`config.mk`:
```
export PLATFORM = sky130hd
export DESIGN_NAME = uart_rx_flat
export DESIGN_NICKNAME = d
export VERILOG_FILES = /design/src/rtl/data_types_pkg.sv /design/src/rtl/uart_rx_if.sv /design/src/rtl/baud_gen.sv /design/src/rtl/uart_rx_sync.sv /design/src/rtl/uart_rx.sv /design/src/flat_wrapper.sv
export SDC_FILE = /design/constraint.sdc
export NUM_CORES = 1
export LEC_CHECK = 0
export CAP_MARGIN = 20
export CORE_UTILIZATION = 30
export CTS_BUF_LIST = sky130_fd_sc_hd__clkbuf_4 sky130_fd_sc_hd__clkbuf_8 sky130_fd_sc_hd__clkbuf_16
export CTS_CLUSTER_SIZE = 16
export DETAILED_ROUTE_END_ITERATION = 16
export PLACE_DENSITY = 0.49
export SLEW_MARGIN = 10
export SYNTH_ARGS = -nofsm -noshare
export SYNTH_HDL_FRONTEND = slang
export SYNTH_HIERARCHICAL = 1
export SYNTH_SLANG_ARGS = --single-unit
```
`constraint.sdc`:
```
create_clock -name clk -period 3.45 [get_ports clk]
set_clock_uncertainty 0.05 [all_clocks]
set_input_delay 0.69 -clock clk [delete_from_list [all_inputs] [get_ports clk]]
set_output_delay 0.69 -clock clk [all_outputs]
set_load 0.01 [all_outputs]
```
`src/rtl/data_types_pkg.sv`:
```
// rtl/data_types_pkg.sv - shared UART configuration, state encoding and sizing constants
package data_types_pkg;

    localparam int OVS_DEFAULT = 16;
    localparam int MAX_WORD    = 9;
    localparam int BR_DIV_W    = 16;

    // One config register drives both the transmitter and the receiver
    typedef struct packed {
        logic [BR_DIV_W-1:0] br_div;  // clk cycles per bit
        logic                word;    // 1 = 9 data bits, 0 = 8
        logic                stop;    // 1 = 2 stop bits, 0 = 1
    } config_t;

    typedef enum logic [1:0] {
        IDLE  = 2'd0,
        START = 2'd1,
        DATA  = 2'd2,
        STOP  = 2'd3
    } state_t;

endpackage

```
`src/rtl/uart_rx_if.sv`:
```
// rtl/uart_rx_if.sv - received-word holding register handshake between receiver and consumer
interface uart_rx_if;
    import data_types_pkg::*;

    logic [MAX_WORD-1:0] data;
    logic                valid;
    logic                ack;
    logic                frame_err;
    logic                overrun;

    modport master (output data, valid, frame_err, overrun, input ack);
    modport slave  (input data, valid, frame_err, overrun, output ack);
endinterface

```
`src/rtl/baud_gen.sv`:
```
// rtl/baud_gen.sv - periodic single-cycle tick every div clocks, held cleared by clr
module baud_gen #(
    parameter int W = 16
) (
    input  logic         clk,
    input  logic         rst_n,
    input  logic         clr,
    input  logic [W-1:0] div,
    output logic         tick
);
    localparam logic [W-1:0] ONE = 1;

    logic [W-1:0] cnt;

    // Count div clocks and emit a registered tick on wrap; clr restarts the phase
    always_ff @(posedge clk) begin
        if (!rst_n || clr) begin
            cnt  <= '0;
            tick <= 1'b0;
        end else if (cnt == div - ONE) begin
            cnt  <= '0;
            tick <= 1'b1;
        end else begin
            cnt  <= cnt + ONE;
            tick <= 1'b0;
        end
    end
endmodule

```
`src/rtl/uart_rx_sync.sv`:
```
// rtl/uart_rx_sync.sv - rx_sync: multi-flop synchronizer for the async serial line, resets to idle-high
module rx_sync #(
    parameter int STAGES = 2
) (
    input  logic clk,
    input  logic rst_n,
    input  logic d,
    output logic q
);
    logic [STAGES-1:0] ff;

    // Shift the raw line through STAGES flops; reset to 1 so no false start appears
    always_ff @(posedge clk) begin
        if (!rst_n) begin
            ff <= '1;
        end else begin
            ff <= {ff[STAGES-2:0], d};
        end
    end

    assign q = ff[STAGES-1];
endmodule

```
`src/rtl/uart_rx.sv`:
```
// rtl/uart_rx.sv - oversampling UART receiver with single-entry valid/ack holding register
module uart_rx
    import data_types_pkg::*;
#(
    parameter int OVS         = OVS_DEFAULT,
    parameter int SYNC_STAGES = 2
) (
    input  logic      clk,
    input  logic      rst_n,
    input  logic      rx_in,
    input  config_t   rx_cfg,
    input  logic      enable,
    output logic      idle,
    uart_rx_if.master bus
);
    localparam int                SC_W    = $clog2(OVS);
    localparam logic [SC_W-1:0]   SC_MID  = SC_W'(OVS / 2 - 1);
    localparam logic [SC_W-1:0]   SC_LAST = SC_W'(OVS - 1);

    state_t                 state;
    logic                   rx;
    logic                   tick;
    logic [SC_W-1:0]        sc;
    logic [3:0]             dc;
    logic [MAX_WORD-1:0]    sh;
    logic [BR_DIV_W-1:0]    div_sh;
    logic                   word_sh;
    logic                   stop_sh;
    logic                   stop2;   // first of two stop bits already sampled
    logic                   ferr;    // sticky: some stop sample was 0
    logic                   done;    // final stop sampled; complete next cycle

    rx_sync #(.STAGES(SYNC_STAGES)) u_sync (
        .clk   (clk),
        .rst_n (rst_n),
        .d     (rx_in),
        .q     (rx)
    );

    // Tick phase restarts at every frame because the generator is held while idle
    baud_gen #(.W(BR_DIV_W)) u_baud (
        .clk   (clk),
        .rst_n (rst_n),
        .clr   (state == IDLE),
        .div   (div_sh),
        .tick  (tick)
    );

    // Frame state machine, shift register, counters and holding register
    always_ff @(posedge clk) begin
        if (!rst_n) begin
            state         <= IDLE;
            idle          <= 1'b1;
            sc            <= '0;
            dc            <= '0;
            sh            <= '0;
            div_sh        <= '0;
            word_sh       <= 1'b0;
            stop_sh       <= 1'b0;
            stop2         <= 1'b0;
            ferr          <= 1'b0;
            done          <= 1'b0;
            bus.data      <= '0;
            bus.valid     <= 1'b0;
            bus.frame_err <= 1'b0;
            bus.overrun   <= 1'b0;
        end else begin
            bus.frame_err <= 1'b0;
            bus.overrun   <= 1'b0;
            if (bus.ack) begin
                bus.valid <= 1'b0;
            end

            case (state)
                IDLE: begin
                    if (!rx && enable) begin
                        // Shadow the config so mid-frame changes cannot corrupt this frame
                        div_sh  <= rx_cfg.br_div >> SC_W;
                        word_sh <= rx_cfg.word;
                        stop_sh <= rx_cfg.stop;
                        dc      <= rx_cfg.word ? 4'd8 : 4'd7;
                        sc      <= '0;
                        sh      <= '0;
                        ferr    <= 1'b0;
                        stop2   <= 1'b0;
                        done    <= 1'b0;
                        state   <= START;
                        idle    <= 1'b0;
                    end
                end

                START: begin
                    if (tick) begin
                        if (sc == SC_MID) begin
                            if (rx) begin
                                state <= IDLE;
                                idle  <= 1'b1;
                            end else begin
                                sc    <= '0;
                                state <= DATA;
                            end
                        end else begin
                            sc <= sc + 1'b1;
                        end
                    end
                end

                DATA: begin
                    if (tick) begin
                        sc <= sc + 1'b1;
                        if (sc == SC_LAST) begin
                            sh <= {sh[MAX_WORD-2:0], rx};
                            if (dc == 4'd0) begin
                                state <= STOP;
                            end else begin
                                dc <= dc - 1'b1;
                            end
                        end
                    end
                end

                STOP: begin
                    if (done) begin
                        bus.data      <= word_sh ? sh : {1'b0, sh[MAX_WORD-2:0]};
                        bus.valid     <= 1'b1;
                        bus.frame_err <= ferr;
                        bus.overrun   <= bus.valid && !bus.ack;
                        done          <= 1'b0;
                        state         <= IDLE;
                        idle          <= 1'b1;
                    end else if (tick) begin
                        sc <= sc + 1'b1;
                        if (sc == SC_LAST) begin
                            ferr <= ferr | ~rx;
                            if (stop_sh && !stop2) begin
                                stop2 <= 1'b1;
                            end else begin
                                done <= 1'b1;
                            end
                        end
                    end
                end

                default: begin
                    state <= IDLE;
                    idle  <= 1'b1;
                end
            endcase
        end
    end
endmodule

```
`src/flat_wrapper.sv`:
```
// flat-port wrapper written by rule: the top's interface ports become plain ports
module uart_rx_flat import data_types_pkg::*;
#(
    parameter int OVS         = OVS_DEFAULT,
    parameter int SYNC_STAGES = 2
)
  (clk, rst_n, rx_in, rx_cfg, enable, idle, bus_data, bus_valid, bus_frame_err, bus_overrun, bus_ack);
  uart_rx_if bus_i ();
  input  logic clk;
  input  logic rst_n;
  input  logic rx_in;
  input  config_t rx_cfg;
  input  logic enable;
  output logic idle;
  output wire logic [$bits(bus_i.data)-1:0] bus_data;
  output wire logic [$bits(bus_i.valid)-1:0] bus_valid;
  output wire logic [$bits(bus_i.frame_err)-1:0] bus_frame_err;
  output wire logic [$bits(bus_i.overrun)-1:0] bus_overrun;
  input wire logic [$bits(bus_i.ack)-1:0] bus_ack;
  assign bus_data = bus_i.data;
  assign bus_valid = bus_i.valid;
  assign bus_frame_err = bus_i.frame_err;
  assign bus_overrun = bus_i.overrun;
  assign bus_i.ack = bus_ack;
  uart_rx #(.OVS(OVS), .SYNC_STAGES(SYNC_STAGES)) u_core (.clk(clk), .rst_n(rst_n), .rx_in(rx_in), .rx_cfg(rx_cfg), .enable(enable), .idle(idle), .bus(bus_i));
endmodule
```
# After elaboration in Yosys (flattened, before gate mapping)
# Cells that the tools add are included.
# Widths: inputs -> output; s select.
# totals
ff_bits,68
latchBits,0
ramBits,0
romBits,0
out_inout_bits,13
memories,0
# classes
add_sub_neg,4
mul,0
n_div,0
magnitude_cmp,0
eq_ne,20
shifts,0
n_mux,51
bitwise_logic,2
n_reduce_logical,25
# ops
cell,n
$mux 4,11
$mux 9,4
$mux 1,20
$pmux 9 s2,1
$add 16x1->16 const B,1
$eq 16x16->1,1
$mux 2,8
$pmux 4 s4,1
$ne 2x1->1 const B,7
$sub 12x1->13 const B,1
$ne 2x2->1 const B,6
$reduce_and 6->1,2
$reduce_and 5->1,2
$pmux 2 s4,1
$pmux 4 s2,1
$reduce_and 4->1,2
$reduce_and 7->1,1
$pmux 1 s2,3
$reduce_and 2->1,3
$add 4x1->4 const B,1
$eq 2x2->1 const B,2
$eq 4x3->1 const B,1
$eq 4x4->1 const B,1
$logic_not 1->1,4
other kinds (14),17

# Longest topological paths before layout
# logic_depth
ltp_word,7
mapped_depth,10

# Modules after synthesis
# Netlist, hierarchy kept.
# by_module_without_submodules
module,n_inst,cells_each,area_each_um2,seq_area_each_um2
uart_rx,1,252,2028.2,980.9
baud_gen,1,146,1204.9,340.3
rx_sync,1,4,52.6,40.0

# Worst setup path after synthesis
# OpenSTA, ideal clock, no wires.
# synth_path
path_type,reg-to-reg
startpoint,reg u_core.div_sh[3]
endpoint,reg u_core.u_baud.cnt[10]
setup_time_ps,115
arrival_time_ps,2319
t_required_ps,3285
setup_slack_ps,966
path_stages_with_launch,10
n_path_buf,2
cell_sequence,dfxtp_1 > or4_1 > buf_6 > nor3_4 > mux2i_1 > o31ai_1 > a2111oi_2 > a31o_4 > buf_6 > nor2_1
# synth_via
elab_chain_cells,3
# synth_rtl
item,line,rtl
from (decl),uart_rx.sv:26,logic [BR_DIV_W-1:0] div_sh;
from (signal assigned),uart_rx.sv:78,div_sh <= rx_cfg.br_div >> SC_W;
$sub 12x1->13,baud_gen.sv:20,end else if (cnt == div - ONE) begin
$eq 16x16->1,baud_gen.sv:20,
$reduce_or 2->1 (no line),-,
to (signal assigned),baud_gen.sv:24,cnt <= cnt + ONE;
to (decl),baud_gen.sv:13,logic [W-1:0] cnt;
# Every way passes these cells.
# A chain may end at the register's enable or synchronous reset.

# Final worst setup path
# layout_path
startpoint,reg u_core.div_sh[3]
endpoint,reg u_core.u_baud.cnt[6]
# The elaborated chain is that of the path after synthesis.

==> flow_summary_export.csv <==
group,metric,value,unit
clock_network,htree_levels,3,
global_routing,grt_usage,0.140,
setup_path,slowest_delay,740,ps
setup_path,reg2reg_depth,7,
global_routing,grt_pass1_wl,12800,um
sta,max_freq,0.358,GHz
clock_network,cts_buffer_depth,2,
synth,async_reset_ff_frac,0,
floorplanning,die_x,107,um
setup_path,worstPathRequired,3630,ps
sta,final_hold_viol_count,0,
finish,nNetsFinal,465,
setup_path,cp.depth,7,
clock_network,clkSinkCount,68,
placed_design,hpwl,5080,um
pwr,ir_worst_vdd,0.000193,V
synth,synth_edf_count,0,
finish,diodes,0,
sta,rsz0062_at_grt,"no",
synth,seq_area_frac_synth,0.414,
setup_path,critPathBufInv,0,
placed_design,port_buffers,31,
synth,yosys_warnings,6,
synth,synth-seq-cells,68,
sta,fin_setup_tns,0,ps
synth,synth_flop_cell,"dfxtp_1",
finish,layout-drive-gt1-share,0.0632,
setup_path,critical_path_class,"reg2reg",
detailed_routing,viasPerCell,4.90,
global_routing,grt_overflow,0,
sta,finalMaxSlewViolations,0,
setup_path,rrSetupSlack,660,ps
detailed_routing,first_pass_iters,5,
min_path,hold_class,"reg2reg",
synth,synthCells,402,
setup_path,r2r_end,"u_core/u_baud/cnt[6]",
setup_path,reg2reg_from,"u_core/div_sh[3]",
finish,layout_commonest_cell,"dfxtp_1",
detailed_routing,postRouteAntennaNets,0,
clock_network,cts_root_buf,"clkbuf_8",
sta,max_slew_margin,0.566,
floorplanning,die_y,107,um
detailed_routing,drc,0,
sta,max_slew.worst_pin.slew,651,ps
clock_network,cts_buffers,9,
clock_network,postCtsHoldBufs,0,
sta,worst_slack,660,ps
finish,register_area,1360,sq um
setup_path,crit_path_start_kind,"flip-flop",
sta,period_minus_slack,2790,ps
detailed_routing,vias,2835,
setup_path,crit_family,"simple AND/OR/NAND/NOR gates",
sta,setup-violations-final,0,
global_routing,antenna_found_initial,0,
clock_network,clk_latency,350,ps
setup_path,crit_arrival,2970,ps
placed_design,place_ws,601,ps
synth,netlist-cell-type-count,54,
floorplanning,core,10500,sq um
clock_network,cts_tree,"built",
floorplanning,ios,36,
sta,fin_crit_sh,0.809,
synth,synth.avg_cell_area,8.17,sq um
detailed_routing,drt_iter0_markers,166,
finish,most-common-layout-cells,"dfxtp_1, nand2_1, a21oi_1",
clock_network,cts_setup_buffers,0,
job,maxCapViolations,0,
outcome,status,"finished, final reports clean",
finish,finish.utilization,0.378,
setup_path,crit_path_top_delay_cell,"or4_1",
detailed_routing,wire_per_inst,12.9,um
finish,fill_cells,1130,
pwr,p_leak,1.32,nW
floorplanning,rows,37,
floorplanning,initial_utilization,0.314,
synth,synth_area,3290,sq um
detailed_routing,postRouteWirelength,7460,um
pwr,cellPowerDensity,405,nW/um^2
setup_path,cp-end-kind,"flip-flop",
global_routing,grt_max_degree,45,
setup_path,critPathCapture,"u_core/u_baud/cnt[6]",
setup_path,crit_chain,"or4_1, nor3_4, mux2i_1, o31ai_1, a2111oi_2, a31o_4, nor2_1",
clock_network,path_clk_slew,80,ps
clock_network,cts-resized-gates,0,
finish,area_growth,20.4,%
setup_path,cp_max_fo,16,
finish,multiInputGateArea,1840,sq um
global_routing,grt_pass1_vias,2719,
setup_path,critPathLaunch,"u_core/div_sh[3]",
placed_design,gp_congestion,0.747,
floorplanning,die_area,11400,sq um
worst min-delay path by stage:
stage,startpoint,end,cells past startpoint
2_1_floorplan,u_core/u_sync/ff[0],u_core/u_sync/ff[1],1
3_3_place_gp,u_core/u_sync/ff[0],u_core/u_sync/ff[1],1
3_5_place_dp,u_core/u_sync/ff[0],u_core/u_sync/ff[1],1
4_1_cts,u_core/u_sync/ff[0],u_core/u_sync/ff[1],1
5_1_grt,u_core/u_sync/ff[0],u_core/u_sync/ff[1],1
6_report,u_core/u_sync/ff[0],u_core/u_sync/ff[1],1
cells in the mapped netlist, types with 2 or more instances:
cell type   n  area, sq um
a211oi_1    2         15.0
dfxtp_1    68         1360
xor2_1     16          140
clkbuf_1   18         67.6
o21ai_0    11         55.1
nor4b_1     3         26.3
nor4_1      2         12.5
nand2_1    66          248
nor3b_1     5         37.5
buf_6       2         22.5
o31ai_1     3         22.5
o311ai_0    2         17.5
o211ai_1    9         67.6
nor3_1     11         55.1
nor2_1     35          131
nand4_1     5         31.3
nand4b_1    2         17.5
nand2b_1    9         56.3
or4_1       2         15.0
a32oi_1     2         17.5
a21oi_1    45          225
and3_1      6         37.5
a31oi_1     2         12.5
nand3_1    16         80.1
nand3b_1    3         22.5
nor2b_1     2         12.5
inv_1       8         30.0
mux2i_1     2         20.0
ha_1        4         50.1
xnor2_1    17          149
routing by layer:
layer | vias to the layer above | GRT usage | share of wire
met3 | 0 | 0.0371 | 0.022
met5 | - | 0 | 0
li1 | 1473 | - | -
met1 | 1326 | 0.181 | 0.51
met4 | 0 | 0.0460 | 0
met2 | 36 | 0.226 | 0.47
worst reg2reg max path, delay by kind of cell, from the launching register on:
kind / cells / cell delay, ps
muxes: 1 / 210
DFF: 1 / 380
and+or+nand+nor: 3 / 1100
AOI/OAI and AO/OA: 3 / 940
where the power goes:
group	switching [mW]	leakage, nW	internal (mW)
Clock	0.341	0.0973	0.344
Sequential	0.00875	0.549	0.791
Combinational	0.0609	0.672	0.0575
layout make-up:
| class | instances | area share |
|---|---|---|
| multi-input combinational | 314 | 0.465 |
| sequential | 68 | 0.344 |
| timing repair buffer | 36 | 0.0879 |
| tap | 136 | 0.0430 |
| clock buffer | 9 | 0.0313 |
| clock inverter | 7 | 0.0202 |
| inverter | 9 | 0.00854 |
sequential cells by signal, indices dropped and copies added, names as in the netlist, 2 cells and up, named ones only:
| signal | count |
|---|---|
| u_core/u_baud/cnt | 16 |
| u_core/u_sync/ff | 2 |
| u_core/div_sh | 12 |
| u_core/dc | 4 |
| u_core/bus.data | 9 |
| u_core/sh | 9 |
| u_core/sc | 4 |
cell families after synthesis:
group | synth area share
and+or+nand+nor | 0.267
AOI/OAI and AO/OA | 0.166
DFF | 0.414
xor gates and xnor gates | 0.0880
buffers and inverters | 0.0392
adders and majority gates | 0.0152
muxes | 0.00952
other | 0.00114
through the flow:
step                      cell area [sq um]  hold WS (ps)  power [mW]  instances
after floorplan                        3320           336       0.897        412
after global placement                 3750           357       0.936        563
after detailed placement               3750           355       0.937        563
after CTS                              3960           374        1.64        579
after global routing                   3960           392        1.68        579
final                                  3960           370        1.60        579
Note: power is estimated with default switching activity, not from simulation.
